$ cat src/rtl/soc_ascon_pkg.sv
// soc_ascon_pkg: shared constants for the Ascon bus-side I/O engine.
// Holds the write-field codes, the operating-mode encodings and the
// controller state enum used by soc_ascon_io.
package soc_ascon_pkg;

   // Write-field selectors carried on wr_field (codes 5..7 are unused).
   localparam logic [2:0] FLD_KEY   = 3'd0;
   localparam logic [2:0] FLD_NONCE = 3'd1;
   localparam logic [2:0] FLD_AD    = 3'd2;
   localparam logic [2:0] FLD_TEXT  = 3'd3;
   localparam logic [2:0] FLD_TAG   = 3'd4;

   // Operation mode latched with start.
   localparam logic MODE_ENC = 1'b0;
   localparam logic MODE_DEC = 1'b1;

   typedef enum logic [1:0] {
      ST_IDLE  = 2'd0,
      ST_RUN   = 2'd1,
      ST_DRAIN = 2'd2
   } state_t;

endpackage

$ cat src/rtl/ascon_out_serializer.sv
// ascon_out_serializer: parallel-load shifter that streams a result word
// out MSB-first, OUT_W bits per beat, under a valid/ready handshake.
// Ports: load/load_data/load_beats (parallel load), out_valid/out_ready/
// out_data/out_last (stream), last_acc (final beat accepted this cycle).
module ascon_out_serializer #(
   parameter int STREAM_W = 256,
   parameter int OUT_W    = 8,
   parameter int CNT_W    = 6
) (
   input  logic                clk,
   input  logic                rst,
   input  logic                load,
   input  logic [STREAM_W-1:0] load_data,
   input  logic [CNT_W-1:0]    load_beats,
   input  logic                out_ready,
   output logic                out_valid,
   output logic [OUT_W-1:0]    out_data,
   output logic                out_last,
   output logic                last_acc
);

   logic [STREAM_W-1:0] shreg;
   logic [CNT_W-1:0]    cnt;
   logic [CNT_W-1:0]    nbeats;
   logic                vld;
   logic                fire;

   assign out_valid = vld;
   assign out_data  = shreg[STREAM_W-1 -: OUT_W];
   assign out_last  = vld && (cnt == (nbeats - CNT_W'(1)));
   assign fire      = vld && out_ready;
   assign last_acc  = fire && out_last;

   // Data only moves on an accepted beat, so out_data holds while stalled.
   // Shifting in zeros leaves out_data at 0 once the stream is exhausted.
   always_ff @(posedge clk) begin
      if (rst) begin
         shreg  <= '0;
         cnt    <= '0;
         nbeats <= '0;
         vld    <= 1'b0;
      end else if (load) begin
         shreg  <= load_data;
         nbeats <= load_beats;
         cnt    <= '0;
         vld    <= 1'b1;
      end else if (fire) begin
         shreg <= shreg << OUT_W;
         cnt   <= cnt + CNT_W'(1);
         if (out_last) begin
            vld <= 1'b0;
         end
      end
   end

endmodule

$ cat src/rtl/soc_ascon_io.sv
// soc_ascon_io: bus-side I/O engine for the Ascon AEAD core. Buffers key,
// nonce, AD, text and expected tag via word-indexed strobed writes, kicks
// the core, then streams the result; decrypt checks the tag and zeroes the
// plaintext on mismatch.
// Ports: wr_* (buffer writes, IDLE only), start/mode (request), busy/done/
// auth_ok (status), core_* (core interface), out_* (result stream).
module soc_ascon_io #(
   parameter int k     = 128,
   parameter int l     = 128,
   parameter int y     = 128,
   parameter int BUS_W = 32,
   parameter int OUT_W = 8
) (
   input  logic               clk,
   input  logic               rst,
   input  logic               wr_en,
   input  logic [2:0]         wr_field,
   input  logic [7:0]         wr_index,
   input  logic [BUS_W/8-1:0] wr_strb,
   input  logic [BUS_W-1:0]   wr_data,
   input  logic               start,
   input  logic               mode,
   output logic               busy,
   output logic               done,
   output logic               auth_ok,
   output logic               core_start,
   output logic               core_mode,
   output logic [k-1:0]       core_key,
   output logic [127:0]       core_nonce,
   output logic [l-1:0]       core_ad,
   output logic [y-1:0]       core_text,
   output logic [127:0]       core_tag,
   input  logic               core_done,
   input  logic [y-1:0]       core_text_out,
   input  logic [127:0]       core_tag_out,
   output logic               out_valid,
   input  logic               out_ready,
   output logic [OUT_W-1:0]   out_data,
   output logic               out_last
);
   import soc_ascon_pkg::*;

   localparam int SB        = BUS_W / 8;
   localparam int KW        = k / BUS_W;
   localparam int NW        = 128 / BUS_W;
   localparam int LW        = l / BUS_W;
   localparam int YW        = y / BUS_W;
   localparam int STREAM_W  = y + 128;
   localparam int ENC_BEATS = STREAM_W / OUT_W;
   localparam int DEC_BEATS = y / OUT_W;
   localparam int CNT_W     = $clog2(ENC_BEATS) + 1;

   generate
      if ((BUS_W % 8) != 0 || (k % BUS_W) != 0 || (l % BUS_W) != 0 ||
          (y % BUS_W) != 0 || (128 % BUS_W) != 0) begin : g_bad_bus
         $error("soc_ascon_io: k, l, y and 128 must be multiples of BUS_W");
      end
      if ((y % OUT_W) != 0) begin : g_bad_out
         $error("soc_ascon_io: OUT_W must divide y");
      end
   endgenerate

   state_t               state;
   state_t               state_nxt;
   logic                 load;
   logic                 last_acc;
   logic                 wr_ok;
   logic                 tag_match;
   logic [STREAM_W-1:0]  load_data;
   logic [CNT_W-1:0]     load_beats;

   logic [k-1:0]   key_buf;
   logic [127:0]   nonce_buf;
   logic [l-1:0]   ad_buf;
   logic [y-1:0]   text_buf;
   logic [127:0]   tag_buf;

   assign busy       = (state != ST_IDLE);
   assign core_key   = key_buf;
   assign core_nonce = nonce_buf;
   assign core_ad    = ad_buf;
   assign core_text  = text_buf;
   assign core_tag   = tag_buf;

   // Buffers are writable only in IDLE, which also freezes them for the core.
   assign wr_ok = wr_en && (state == ST_IDLE);

   // Word i sits MSB-first; strobe bit j enables data byte [8j+7:8j] of that
   // word. Unmatched field codes or indices simply hit no byte.
   always_ff @(posedge clk) begin
      if (rst) begin
         key_buf   <= '0;
         nonce_buf <= '0;
         ad_buf    <= '0;
         text_buf  <= '0;
         tag_buf   <= '0;
      end else if (wr_ok) begin
         for (int i = 0; i < KW; i++)
            for (int j = 0; j < SB; j++)
               if (wr_field == FLD_KEY && int'(wr_index) == i && wr_strb[j])
                  key_buf[(KW-1-i)*BUS_W + j*8 +: 8] <= wr_data[j*8 +: 8];
         for (int i = 0; i < NW; i++)
            for (int j = 0; j < SB; j++)
               if (wr_field == FLD_NONCE && int'(wr_index) == i && wr_strb[j])
                  nonce_buf[(NW-1-i)*BUS_W + j*8 +: 8] <= wr_data[j*8 +: 8];
         for (int i = 0; i < LW; i++)
            for (int j = 0; j < SB; j++)
               if (wr_field == FLD_AD && int'(wr_index) == i && wr_strb[j])
                  ad_buf[(LW-1-i)*BUS_W + j*8 +: 8] <= wr_data[j*8 +: 8];
         for (int i = 0; i < YW; i++)
            for (int j = 0; j < SB; j++)
               if (wr_field == FLD_TEXT && int'(wr_index) == i && wr_strb[j])
                  text_buf[(YW-1-i)*BUS_W + j*8 +: 8] <= wr_data[j*8 +: 8];
         for (int i = 0; i < NW; i++)
            for (int j = 0; j < SB; j++)
               if (wr_field == FLD_TAG && int'(wr_index) == i && wr_strb[j])
                  tag_buf[(NW-1-i)*BUS_W + j*8 +: 8] <= wr_data[j*8 +: 8];
      end
   end

   always_ff @(posedge clk) begin
      if (rst) begin
         state <= ST_IDLE;
      end else begin
         state <= state_nxt;
      end
   end

   always_comb begin
      state_nxt = state;
      load      = 1'b0;
      case (state)
         ST_IDLE: begin
            if (start) state_nxt = ST_RUN;
         end
         ST_RUN: begin
            if (core_done) begin
               state_nxt = ST_DRAIN;
               load      = 1'b1;
            end
         end
         ST_DRAIN: begin
            if (last_acc) state_nxt = ST_IDLE;
         end
         default: state_nxt = ST_IDLE;
      endcase
   end

   assign tag_match = (core_tag_out == tag_buf);

   // Encrypt streams text then tag. Decrypt streams only the text portion
   // (upper y bits); a tag mismatch loads zeros so no plaintext escapes.
   always_comb begin
      load_data  = '0;
      load_beats = CNT_W'(ENC_BEATS);
      if (core_mode == MODE_ENC) begin
         load_data = {core_text_out, core_tag_out};
      end else begin
         load_beats = CNT_W'(DEC_BEATS);
         if (tag_match) load_data = {core_text_out, {128{1'b0}}};
      end
   end

   always_ff @(posedge clk) begin
      if (rst) begin
         core_start <= 1'b0;
         core_mode  <= MODE_ENC;
         auth_ok    <= 1'b0;
         done       <= 1'b0;
      end else begin
         core_start <= (state == ST_IDLE) && start;
         done       <= (state == ST_DRAIN) && last_acc;
         if ((state == ST_IDLE) && start) begin
            core_mode <= mode;
            auth_ok   <= 1'b0;
         end else if (load && (core_mode == MODE_DEC)) begin
            auth_ok <= tag_match;
         end
      end
   end

   ascon_out_serializer #(
      .STREAM_W (STREAM_W),
      .OUT_W    (OUT_W),
      .CNT_W    (CNT_W)
   ) u_ser (
      .clk        (clk),
      .rst        (rst),
      .load       (load),
      .load_data  (load_data),
      .load_beats (load_beats),
      .out_ready  (out_ready),
      .out_valid  (out_valid),
      .out_data   (out_data),
      .out_last   (out_last),
      .last_acc   (last_acc)
   );

endmodule

$ cat config.mk
export PLATFORM = sky130hd
export DESIGN_NAME = soc_ascon_io
export DESIGN_NICKNAME = d
export VERILOG_FILES = /design/src/rtl/soc_ascon_pkg.sv /design/src/rtl/ascon_out_serializer.sv /design/src/rtl/soc_ascon_io.sv
export SDC_FILE = /design/constraint.sdc
export NUM_CORES = 2
export LEC_CHECK = 0
export BUFFER_PORTS_ARGS = -buffer_cell sky130_fd_sc_hd__buf_2
export CAP_MARGIN = 20
export CORE_AREA = 3 3 374 376
export CTS_CLUSTER_SIZE = 16
export DETAILED_ROUTE_END_ITERATION = 10
export DIE_AREA = 0 0 377 379
export GPL_ROUTABILITY_DRIVEN = 0
export SYNTH_ARGS = -nofsm -noshare
export SYNTH_HDL_FRONTEND = slang
export SYNTH_SLANG_ARGS = --single-unit
$ cat constraint.sdc
create_clock -name clk -period 2.2 [get_ports clk]
set_input_delay 0.11 -clock clk [delete_from_list [all_inputs] [get_ports clk]]
set_output_delay 0.11 -clock clk [all_outputs]
set_load 0.02 [all_outputs]
# --- Yosys cells after proc, flatten, opt, wreduce, memory -nomap -nowiden ---
# Index checks and enable logic that the tools add are counted.
totals:
  register_bits: 915
  in_bits: 310
  out_inout_bits: 655
  elab_cells: 316
op_classes:
  n_addsub: 2
  n_eq_ne: 14
  n_mux: 14
  reduce_logical: 197
ops:
  columns: ["operator", "count"]
  rows:
  - ["$mux 256", 4]
  - ["$reduce_and 2->1", 81]
  - ["$eq 128x128->1", 1]
  - ["$logic_and 1x1->1", 107]
  - ["$eq 8x3->1 const B", 2]
  - ["$eq 8x2->1 const B", 1]
  - ["$logic_not 8->1", 1]
  - ["$add 6x1->6 const B", 1]
  - ["$eq 3x2->1 const B", 2]
  - ["$eq 6x6->1", 1]
  - ["$mux 2", 3]
  - ["$mux 6", 1]
  - ["$ne 2x2->1 const B", 3]
  - ["$pmux 2 s3", 1]
  - ["$reduce_bool 2->1", 3]
  - ["$sub 6x1->6 const B", 1]
  - ["$mux 1", 5]
  - ["$reduce_or 2->1", 2]
  - ["$eq 3x1->1 const B", 1]
  - ["$eq 3x3->1 const B", 1]
  - ["$logic_not 3->1", 1]
  - ["$reduce_and 3->1", 1]
  - ["$eq 2x1->1 const B", 1]
  - ["$eq 2x2->1 const B", 1]
  - ["$logic_not 2->1", 1]

# --- Logic depth before layout (Yosys ltp) ---
logic_depth:
  word_depth: 6
  ltp_mapped: 8
  depth_no_buf: 6

# --- Hierarchy ---
# Synthesis repeated with hierarchy kept, for this count alone.
unflattened:
  hier_cells: 5141
  area_unflattened_um2: 39267.7
by_module_without_submodules:
  columns: ["mod", "instances", "cells_each", "area_per_inst_um2", "seq_area_each_um2"]
  rows:
  - ["soc_ascon_io", 1, 3395, 26718.1, 12932.4]
  - ["ascon_out_serializer", 1, 1746, 12549.5, 5385.2]

# --- Worst setup path before layout ---
# Ideal clock, no wire load.
synth_path:
  path_kind: "in2reg"
  startpoint: "in wr_index[3]"
  endpoint: "reg ad_buf[104], in the netlist core_ad[104]"
  arrival_ns: 1.975
  required_ns: 2.068
  path_slack_ns: 0.093
  cell_stages: 6
  n_path_buf: 0
  path_cell_list: "or4_4 > or4_4 > nor4b_4 > nand2_1 > nand2_1 > a21oi_1"
synth_via:
  elab_chain_cells: 4
synth_lines:
  columns: ["element", "line_no", "rtl"]
  rows:
  - ["start: declaration", "soc_ascon_io.sv:18", "input logic [7:0] wr_index,"]
  - ["$logic_not 8->1", "soc_ascon_io.sv:108", "if (wr_field == FLD_AD && int'(wr_index) == i && wr_strb[j])"]
  - ["$logic_and 1x1->1 (2 in series)", "soc_ascon_io.sv:108", null]
  - ["$reduce_and 2->1 (no source line)", null, null]
  - ["end signal: indexed assignment", "soc_ascon_io.sv:109", "ad_buf[(LW-1-i)*BUS_W + j*8 +: 8] <= wr_data[j*8 +: 8];"]
  - ["end: declaration", "soc_ascon_io.sv:74", "logic [l-1:0] ad_buf;"]
# No other way between the ends.
# A chain may end at the register's enable or synchronous reset.

# --- Worst setup path after layout ---
layout_path:
  startpoint: "reg tag_buf[45], in the netlist core_tag[45]"
  endpoint: "reg u_ser.shreg[206]"
layout_via:
  elab_chain_cells: 4
layout_lines:
  columns: ["element", "line_no", "rtl"]
  rows:
  - ["start: declaration", "soc_ascon_io.sv:76", "logic [127:0] tag_buf;"]
  - ["start signal: indexed assignment", "soc_ascon_io.sv:117", "tag_buf[(NW-1-i)*BUS_W + j*8 +: 8] <= wr_data[j*8 +: 8];"]
  - ["$eq 128x128->1", "soc_ascon_io.sv:149", "assign tag_match = (core_tag_out == tag_buf);"]
  - ["$mux 256", "soc_ascon_io.sv:160", "if (tag_match) load_data = {core_text_out, {128{1'b0}}};"]
  - ["$mux 256", "soc_ascon_io.sv:156", "if (core_mode == MODE_ENC) begin"]
  - ["$mux 256", "ascon_out_serializer.sv:42", "end else if (load) begin"]
  - ["end signal: assignment", "ascon_out_serializer.sv:43", "shreg <= load_data;"]
  - ["end signal: assignment", "ascon_out_serializer.sv:48", "shreg <= shreg << OUT_W;"]
  - ["end: declaration", "ascon_out_serializer.sv:22", "logic [STREAM_W-1:0] shreg;"]
# No other way between the ends.

==> impl_results.md <==
- Initial core utilization: 26.3%
- First-pass GRT wire length: 282000 um
- Clk sink count: 911
- Switch Pwr: 0.0102 W
- DR DRC count: 0
- Static leakage: 22.1 nW
- Slew margin rel.: 39.6%
- Failing checks: negative setup slack
- Area Overhead vs Synth: 46.0%
- Critical path class: reg2reg
- Overall Global Routing Usage: 27.3%
- YS warnings: 0
- VDD IR max: 0.000534 V
- Status: finished, violations left
- CTS Buf Count: 103
- Clock period minus worst slack: 2.35 ns
- Post-synthesis net count: 4805
- Final Hold Vio Count: 0
- Clock skew: 0.0294 ns
- HPWL Detailed: 150000 um
- Critical path required time: 2.82 ns
- 1st-pass router iterations: 8
- Total grt overflow: 0
- Finished Layout Cells: 7757
- Die Span Y: 379 um
- Die Width: 377 um
- CTS tree: built
- CTS H-Tree Depth: 3
- Internal cell power: 0.0285 W
- Dominant cell type by area after synthesis: dfxtp_1
- Root Driver: clkbuf_16
- Max-cap violation count: 0
- Die area: 0.143 sq mm
- Number of I/O pins: 965
- Avg Cell Area, Syn: 8.02 sq um
- Maximum fanout along the worst path: 13
- Crit start category: flop
- Synth Cell Area: 0.0360 sq mm
- Unique masters post-synth: 35
- Util after Layout: 38.4%
- Clock Latency Late Sink: 0.72 ns
- Placed Cells: 7248
- Layout cells sized above 1: 27.5%
- DRT iter0 DRCs: 4096
- Final setup margin: -0.147 ns
- Clk slew on worst S/H paths: 0.06 ns
- Vias in the first global route: 38700
- Flops & latches, synth: 911
- Final Slew Violations: 0
- Clk pwr share: 46.2%
- Routed len/inst: 26.8 um
- Port bufs: 964
- Top-area cell type share of the netlist area: 50.6%
- Worst-case clock buffer depth: 3
- Power Density: 734 mW/mm^2
- Syn Inst Count: 4494
- Top post-synthesis cells by area: dfxtp_1, nand2_1, a21oi_1
- Actual transition at the worst max-transition pin: 0.906 ns
- Switching Fraction: 26.3%
- Routed via count: 41000
- Nets@finish: 6179
- Routed vias/inst: 5.28
- Largest net degree at the start of global routing: 160
- Post-synthesis sequential area ratio: 50.6%
- WL final: 208000 um
- Post-route ant nets: 0
- Core ar.: 0.137 sq mm
- RSZ-0062 raised after global routing: yes
- Worst Path Arrival: 2.97 ns
- Fin crit share: 107%
- Combinational Power Share: 9.8%
- Final setup viols: 118
- Flop pwr share: 44.0%
- Maximum clock rate: 426 MHz
- Row count: 136
- CP Capture Type: flop
- Antenna violations before repair: 14
- Hold Path Class: in2reg
logic make-up (layout without fill, tap and decap cells):
kind of cell,after synthesis,in the layout,share of synthesized area [%]
mux,129,129,3.58
fa+ha+maj,1,1,0.0347
buf+inv,406,1865,4.44
other cells,0,10,0
simple gates,1567,1567,17.7
xor+xnor,133,133,3.23
compound gates,1347,1347,20.4
flops,911,911,50.6
power by group through the flow:
| stage | registers (W) | clock network, W | logic (W) |
|---|---|---|---|
| 3_5_place_dp | 0.0173 | 0 | 0.00313 |
| 2_1_floorplan | 0.0173 | 0 | 0.00136 |
| 3_3_place_gp | 0.0173 | 0 | 0.00312 |
| 4_1_cts | 0.0170 | 0.0180 | 0.00365 |
| 5_1_grt | 0.0170 | 0.0187 | 0.00392 |
| 6_report | 0.0170 | 0.0179 | 0.00378 |
routing by layer:
layer  part of all wire, %  routed length (um)  GRT usage [%]
met5                     0                   0              0
met4                   7.4               15400           17.9
met3                    10               21600           8.65
met2                    45               93800           43.6
met1                    37               77400           31.4
final cells by class:
class	count	area, sq um
inverter	4	16.3
timing repair buffer	1671	11800
sequential	911	18300
fill	13900	84500
tap	1794	2240
multi-input combinational	3177	16800
clock inverter	44	568
antenna	10	25.0
clock buffer	146	2910
cells in the mapped netlist, drive strengths merged:
master	n
a21oi	769
a311oi	120
a31oi	8
and2	3
and3	12
and3b	1
buf	40
clkbuf	362
dfxtp	911
ha	1
inv	4
mux2i	129
nand2	1223
nand2b	1
nand3	178
nand3b	1
nand4	12
nor2	81
nor2b	6
nor3	2
nor3b	3
nor4	37
nor4b	2
o21ai	322
o22ai	128
or2	2
or3	1
or4	2
xnor2	2
xor2	131
registers in the layout (all words and copies together), names as in the netlist:
name,cells
u_ser.out_valid,1
u_ser.shreg,256
core_mode,1
done,1
core_tag,128
core_key,128
core_start,1
core_nonce,128
core_ad,128
u_ser.nbeats,2
state,2
auth_ok,1
u_ser.cnt,6
core_text,128
critical path, cell delays in order, from the launching register on:
cell     delay (ns)
dfxtp_4        0.36
xor2_4         0.16
nor4_4         0.36
buf_4          0.20
nand4_1        0.11
nor4_2         0.28
buf_4          0.17
a21oi_4        0.11
buf_4          0.18
buf_16         0.15
o22ai_1        0.16
path summary, 6_finish.rpt:
path	start	endpoint	slack (ns)	cells after the start
worst max register to register	core_tag[45]	u_ser.shreg[206]	-0.15	10
worst max-delay path	core_tag[45]	u_ser.shreg[206]	-0.15	10
worst min-delay path	wr_data[14]	core_tag[46]	0.06	3
worst min register to register	core_nonce[78]	core_nonce[78]	0.45	2
metrics by stage:
stage	setup TNS [ns]	instance area [sq um]	total power, W	setup slack [ns]	hold WS (ns)
2_1_floorplan	0	36000	0.0186	0.0925	0.247
3_3_place_gp	-100.61	45400	0.0204	-0.570	0.373
3_5_place_dp	-106.63	45400	0.0205	-0.565	0.375
4_1_cts	-6.61	52200	0.0387	-0.0863	0.00753
5_1_grt	-13.17	52600	0.0396	-0.207	0.0336
6_report	-5.34	52600	0.0386	-0.147	0.0595
cells in the final DEF, fill, tap and decap left out, types with 3 or more instances in the layout:
| master | count |
|---|---|
| nand2_1 | 1216 |
| buf_2 | 963 |
| dfxtp_1 | 902 |
| a21oi_1 | 768 |
| buf_4 | 338 |
| o21ai_0 | 322 |
| dlygate4sd3_1 | 300 |
| nand3_1 | 178 |
| mux2i_1 | 129 |
| xor2_1 | 120 |
| a311oi_1 | 120 |
| clkbuf_16 | 105 |
| o22ai_1 | 91 |
| nor2_1 | 79 |
| buf_12 | 62 |
| o22ai_2 | 34 |
| clkbuf_1 | 26 |
| clkinv_2 | 21 |
| nor4_1 | 19 |
| clkbuf_8 | 17 |
| nor4_2 | 13 |
| nand4_1 | 12 |
| diode_2 | 10 |
| bufinv_16 | 9 |
| xor2_2 | 8 |
| and3_1 | 8 |
| a31oi_1 | 8 |
| dfxtp_2 | 8 |
| nor4_4 | 5 |
| nand2_4 | 5 |
| clkinv_4 | 5 |
| and3_2 | 4 |
| nor2b_2 | 4 |
| inv_1 | 3 |
| nor3b_2 | 3 |
| xor2_4 | 3 |
| o22ai_4 | 3 |
| inv_6 | 3 |
repair_timing:
| action | CTS | global route |
|---|---|---|
| pin swaps | 3 | 3 |
| endpoints found under the setup margin | 129 | 223 |
| gates resized for setup | 38 | 56 |
| cloned | 3 | 3 |
| endpoints found under the hold margin | 580 | 0 |
| hold buffers | 300 | 0 |
| buffers inserted | 2 | 5 |
Note: power is estimated with default switching activity, not from simulation.
